**config.mk**
```make
export PLATFORM = sky130hd
export DESIGN_NAME = change_dispenser
export DESIGN_NICKNAME = d
export VERILOG_FILES = /design/src/rtl/change_dispenser.sv
export SDC_FILE = /design/constraint.sdc
export NUM_CORES = 1
export LEC_CHECK = 0
export ABC_AREA = 1
export CAP_MARGIN = 20
export CORE_ASPECT_RATIO = 0.75
export CORE_UTILIZATION = 55
export CTS_CLUSTER_DIAMETER = 60
export DETAILED_ROUTE_END_ITERATION = 7
export PLACE_DENSITY = 0.81
export SLEW_MARGIN = 20
export SYNTH_ARGS = -nofsm -noshare
export SYNTH_HDL_FRONTEND = slang
export SYNTH_SLANG_ARGS = --single-unit
```
**constraint.sdc**
```tcl
create_clock -name clk -period 2.46 [get_ports clk]
set_input_delay 0.492 -clock clk [delete_from_list [all_inputs] [get_ports clk]]
set_output_delay 0.492 -clock clk [all_outputs]
set_load 0.01 [all_outputs]
```
**src/rtl/change_dispenser.sv**
```systemverilog
// -----------------------------------------------------------------------------
// change_dispenser
//
// Downstream stage of the soda vending FSM. Each one-cycle soda pulse, with
// its 3-bit change code, is queued in a small request FIFO. When the
// dispenser is idle it pops one request, runs the vend motor for VEND_CYCLES
// cycles, then pays the change one coin at a time (dimes first). Every coin
// waits for a coin_done acknowledge from the ejector, bounded by ACK_TIMEOUT.
//
// Ports:
//   clk          system clock, rising edge
//   rst          synchronous reset, active-high
//   soda         one-cycle vend request
//   change[2:0]  change code captured with soda (000..100 = 0..20 cents)
//   coin_done    ejector reports that the last ejected coin has dropped
//   vend_motor   soda motor drive
//   eject_dime   one-cycle pulse: eject one dime
//   eject_nickel one-cycle pulse: eject one nickel
//   busy         dispenser active or requests pending
//   overflow     sticky: a request was dropped because the FIFO was full
//   fault        sticky: ack timeout or invalid change code
// -----------------------------------------------------------------------------
module change_dispenser #(
  parameter int VEND_CYCLES = 8,   // >= 1
  parameter int ACK_TIMEOUT = 16,  // >= 2
  parameter int FIFO_DEPTH  = 2    // power of 2, >= 2
) (
  input  logic       clk,
  input  logic       rst,
  input  logic       soda,
  input  logic [2:0] change,
  input  logic       coin_done,
  output logic       vend_motor,
  output logic       eject_dime,
  output logic       eject_nickel,
  output logic       busy,
  output logic       overflow,
  output logic       fault
);

  localparam int PTR_W = $clog2(FIFO_DEPTH);
  localparam int CNT_W = PTR_W + 1;
  localparam int VC_W  = (VEND_CYCLES > 1) ? $clog2(VEND_CYCLES) : 1;
  localparam int TM_W  = $clog2(ACK_TIMEOUT);

  typedef enum logic [1:0] {IDLE, VEND, EJECT, WAIT_ACK} state_t;

  state_t            state, state_n;
  logic [4:0]        remaining, remaining_n;
  logic [VC_W-1:0]   vend_cnt, vend_cnt_n;
  logic [TM_W-1:0]   ack_timer, ack_timer_n;
  logic              fault_set;

  // ---------------------------------------------------------------- FIFO --
  logic [2:0]        mem [FIFO_DEPTH];
  logic [PTR_W-1:0]  rd_ptr, wr_ptr;
  logic [CNT_W-1:0]  count;
  logic              fifo_empty, fifo_full, pop, push, drop;
  logic [2:0]        head;

  assign fifo_empty = (count == '0);
  assign fifo_full  = (count == CNT_W'(FIFO_DEPTH));
  assign head       = mem[rd_ptr];
  assign pop        = (state == IDLE) && !fifo_empty;
  // A full FIFO still accepts a push when the head leaves on the same edge.
  assign push       = soda && (!fifo_full || pop);
  assign drop       = soda && fifo_full && !pop;

  // NOTE: storage is not reset; validity is carried by count, which is.
  always_ff @(posedge clk) begin
    if (push) mem[wr_ptr] <= change;
  end

  // -------------------------------------------------------------- decode --
  logic [4:0] head_value;
  logic       head_bad;

  always_comb begin
    head_bad = 1'b0;
    unique case (head)
      3'd0:    head_value = 5'd0;
      3'd1:    head_value = 5'd5;
      3'd2:    head_value = 5'd10;
      3'd3:    head_value = 5'd15;
      3'd4:    head_value = 5'd20;
      default: begin
        head_value = 5'd0;
        head_bad   = 1'b1;
      end
    endcase
  end

  // Greedy coin choice; remaining is always a multiple of 5.
  logic [4:0] coin;
  assign coin = (remaining >= 5'd10) ? 5'd10 : 5'd5;

  // ---------------------------------------------------------- next state --
  always_comb begin
    // NOTE: every variable gets a default first so no path infers a latch.
    state_n     = state;
    remaining_n = remaining;
    vend_cnt_n  = vend_cnt;
    ack_timer_n = ack_timer;
    fault_set   = 1'b0;

    unique case (state)
      IDLE: begin
        if (pop) begin
          remaining_n = head_value;
          vend_cnt_n  = VC_W'(VEND_CYCLES - 1);
          fault_set   = head_bad;
          state_n     = VEND;
        end
      end
      VEND: begin
        if (vend_cnt == '0) state_n = (remaining == 5'd0) ? IDLE : EJECT;
        else                vend_cnt_n = vend_cnt - 1'b1;
      end
      EJECT: begin
        ack_timer_n = '0;
        state_n     = WAIT_ACK;
      end
      WAIT_ACK: begin
        // An ack on the timeout edge wins over the timeout.
        if (coin_done) begin
          remaining_n = remaining - coin;
          state_n     = (remaining_n == 5'd0) ? IDLE : EJECT;
        end else if (ack_timer == TM_W'(ACK_TIMEOUT - 1)) begin
          fault_set   = 1'b1;
          remaining_n = 5'd0;
          state_n     = IDLE;
        end else begin
          ack_timer_n = ack_timer + 1'b1;
        end
      end
      default: state_n = IDLE;
    endcase
  end

  // ----------------------------------------------------------- registers --
  // NOTE: sequential state uses non-blocking assignments so every register
  // samples the pre-edge values regardless of statement order.
  always_ff @(posedge clk) begin
    if (rst) begin
      state     <= IDLE;
      remaining <= '0;
      vend_cnt  <= '0;
      ack_timer <= '0;
      rd_ptr    <= '0;
      wr_ptr    <= '0;
      count     <= '0;
      overflow  <= 1'b0;
      fault     <= 1'b0;
    end else begin
      state     <= state_n;
      remaining <= remaining_n;
      vend_cnt  <= vend_cnt_n;
      ack_timer <= ack_timer_n;
      if (push) wr_ptr <= wr_ptr + 1'b1;
      if (pop)  rd_ptr <= rd_ptr + 1'b1;
      if (push && !pop)      count <= count + 1'b1;
      else if (pop && !push) count <= count - 1'b1;
      if (drop)      overflow <= 1'b1;
      if (fault_set) fault    <= 1'b1;
    end
  end

  // ------------------------------------------------------------- outputs --
  assign vend_motor   = (state == VEND);
  assign eject_dime   = (state == EJECT) && (remaining >= 5'd10);
  assign eject_nickel = (state == EJECT) && (remaining <  5'd10);
  assign busy         = (state != IDLE) || !fifo_empty;

endmodule

```
==> impl_summary.txt <==
----------------------------------------------------
[Drt]
  Detailed Routing Iterations Pass 1 ... 5
  Via count of the routed design ... 1322
  Wire per inst ... approximately 12 um
  Vias per inst ... ~5.4
  Number of DRC violations after detailed-routing iteration 0 ... roughly 140
  Remaining routing DRC violations ... 0
  Antenna-violating nets left ... 0
  Routed wire length ... between 3 and 4 mm

[Final layout]
  Area added between synthesis and finish ... 13.3%
  Top library cells by usage in the layout, fill and taps aside ... 34 x inv_1, 30 x nand2_1, 21 x dfxtp_1, 18 x nand3_1, 17 x a21oi_1
  Inserted Diodes ... 0
  Total Nets Final ... 226
  Non-filler cells in the finished layout ... around 240
  Layout cells sized above 1 ... 7.18%
  Final core utilization ... 69.3%
  Most common cell after layout, fill and taps aside ... inv_1

[Setup path]
  Crit end category ... output port
  Biggest fanout along the worst timing path ... 6
  WP data required ... around 2000 ps
  Critical path class ... flop to output port
  Data arrival time of the critical path ... ~1800 ps
  Worst reg-to-reg path cell count ... 11
  Startpoint class of the critical path ... flop
  FF-to-FF setup slack ... 480 ps

[Placed design]
  Final HPWL from detailed placement ... approximately 2.5 mm
  Instance count after placement with tap cells included ... ~240
  Count of input and output buffers ... 12
  Routability cong. ... ~0.86

[STA]
  Highest achievable clock rate ... around 440 MHz
  Unrepaired setup endpoints after global routing ... false
  Final critical-path share of the clock period ... 91.9%
  Worst max-slew margin expressed relative to the limit ... between 70% and 80%
  Fin. Hold Viols ... 0
  Count of endpoints failing setup in the final report ... 0
  Setup skew after layout ... 7.88 ps
  Final period demand of the worst path ... roughly 2300 ps
  Slew Limit Fails ... 0
  Worst-margin pin slew ... approximately 360 ps
  Setup_tns ... 0 ps

[Yosys]
  Cell area after technology mapping ... 1480 um2
  Number of flops mapped to enable cells by yosys ... 6
  Number of flip-flops and latches in the synthesized netlist ... 27
  Gate count after technology mapping ... 195
  Main flop type after synthesis ... dfxtp_1
  Yosys warning count ... 0
  Proportion of synthesized flip-flops having asynchronous set or reset ... 0%
  Sequential area share after synthesis ... about two fifths
  Average size of a mapped cell ... 7.59 um2
  Post-synthesis net count ... roughly 210
  Unique masters post-synth ... 24

[Global routing]
  Overall fraction of global-route tracks in use ... a little under a quarter
  Vias in the first global route ... 1140
  Initial antenna violation count ... 0
  First-pass GRT wire length ... 4.76 mm
  Total gr overflow ... 0
  Pin count of the biggest net entering global routing ... 17

[Worst hold path]
  Path type of the worst min-delay path ... flop to flop
  Cell depth of the worst min-delay path ... 1

[Floorplanning]
  Height of the die ... approximately 47 um
  Effective utilization at floorplan ... roughly 61%
  Number of placement rows ... 15
  Total core area ... ~2400 um2
  DIE WIDTH ... roughly 62 um
  Top-Level Pins ... 13
  Die area ... between 2000 and 3000 um2

[CTS]
  Worst-Skew Late Latency ... 330 ps
  Clock sink count ... 27
  Num CTS Buffers ... 3
  Clock-pin slew on the worst setup and hold paths ... roughly 150 ps
  H-tree depth reported by CTS ... 1
  CTS tree ... done
  Clock Tree Root ... clkbuf_4
  Maximum buffer depth of the clock tree ... 2
  Count of hold-fix buffers inserted at cts ... 0

[Pwr]
  Overall power of the completed layout ... about 2000 uW
  Pwr per Cell Area ... around 1200 nW/um2
  Worst-case vdd ir drop ... about 0.56 mV
  Static power due to leakage ... 0.000728 uW

[Run status]
  Run status ... finished clean

[Job]
  Max_cap viols ... 0

----------------------------------------------------
-- repair_timing --
| action | CTS | global route |
|---|---|---|
| endpoints found under the setup margin | 0 | 1 |
| gates resized for setup | 0 | 3 |
| setup buffers | 0 | 0 |
-- critical path: stages (launching register included) --
cell and delay (ps):
dfxtp_1 410, o21ai_4 290, nand2_4 100, nor2_1 100, clkdlybuf4s50_1 540
-- per-stage QoR --
stage	area, um2	setup slack (ps)	hold slack [ps]
CTS	1670	44.3	469
global placement	1640	497	437
detailed placement	1640	424	448
floorplan	1480	737	422
global route	1680	94.7	495
finish	1680	199	467
-- final timing paths --
check	start	to
hold reg to reg	vend_cnt[0]	vend_cnt[0]
setup / recovery	remaining[1]	eject_nickel
setup reg to reg	state[0]	count[1]
hold / removal	vend_cnt[0]	vend_cnt[0]
-- power breakdown --
part / internal (uW) / switching [uW] / leakage [uW]
combinational: 418 / 667 / 0.000485
clock: 62.2 / 133 / 0.0000139
sequential: 578 / 138 / 0.000229
total: 1060 / 938 / 0.000728
-- sequential cells by signal, indices dropped and copies added (netlist names), named ones only --
register   count
rd_ptr         1
mem            6
wr_ptr         1
remaining      5
count          2
ack_timer      4
overflow       1
fault          1
vend_cnt       3
state          2
-- cell families (layout without fill, tap and decap cells) --
family | count (synthesis) | count (layout) | share of synthesized area (%)
buffers and inverters | 39 | 53 | 9.89
adder cells (fa/ha/maj) | 9 | 9 | 7.61
XOR/XNOR | 2 | 2 | 1.18
flip-flops | 27 | 27 | 40.6
AO/OA/AOI/OAI | 43 | 43 | 16.9
multiplexers | 1 | 1 | 0.676
AND/OR/NAND/NOR | 74 | 74 | 23.2
-- routing by layer --
layer | vias up | share of wire [%] | GRT usage (%)
met3 | 4 | 7.7 | 5.79
met1 | 604 | 45 | 30.4
met5 | - | 0 | 0
met4 | 0 | 0.60 | 4.00
li1 | 678 | - | -
met2 | 36 | 47 | 39.1
-- cell usage after synthesis (4+ instances only) --
cell type | instances | area share [%]
nand2_1 | 30 | 7.6
o21ai_0 | 15 | 5.1
inv_1 | 34 | 8.6
a31oi_1 | 4 | 1.7
nor2_1 | 16 | 4.1
a21oi_1 | 17 | 5.7
edfxtp_1 | 6 | 12
dfxtp_1 | 21 | 28
nand3_1 | 18 | 6.1
ha_1 | 9 | 7.6
-- area by class of cell --
class | instances | area (um2)
Fill cell | 207 | 744
Multi-Input combinational cell | 129 | 742
Sequential cell | 27 | 601
Inverter | 37 | 139
Timing Repair Buffer | 12 | 123
Tap cell | 34 | 42.5
Clock buffer | 3 | 22.5
Clock inverter | 1 | 7.51
Note: power is estimated with default switching activity, not from simulation.
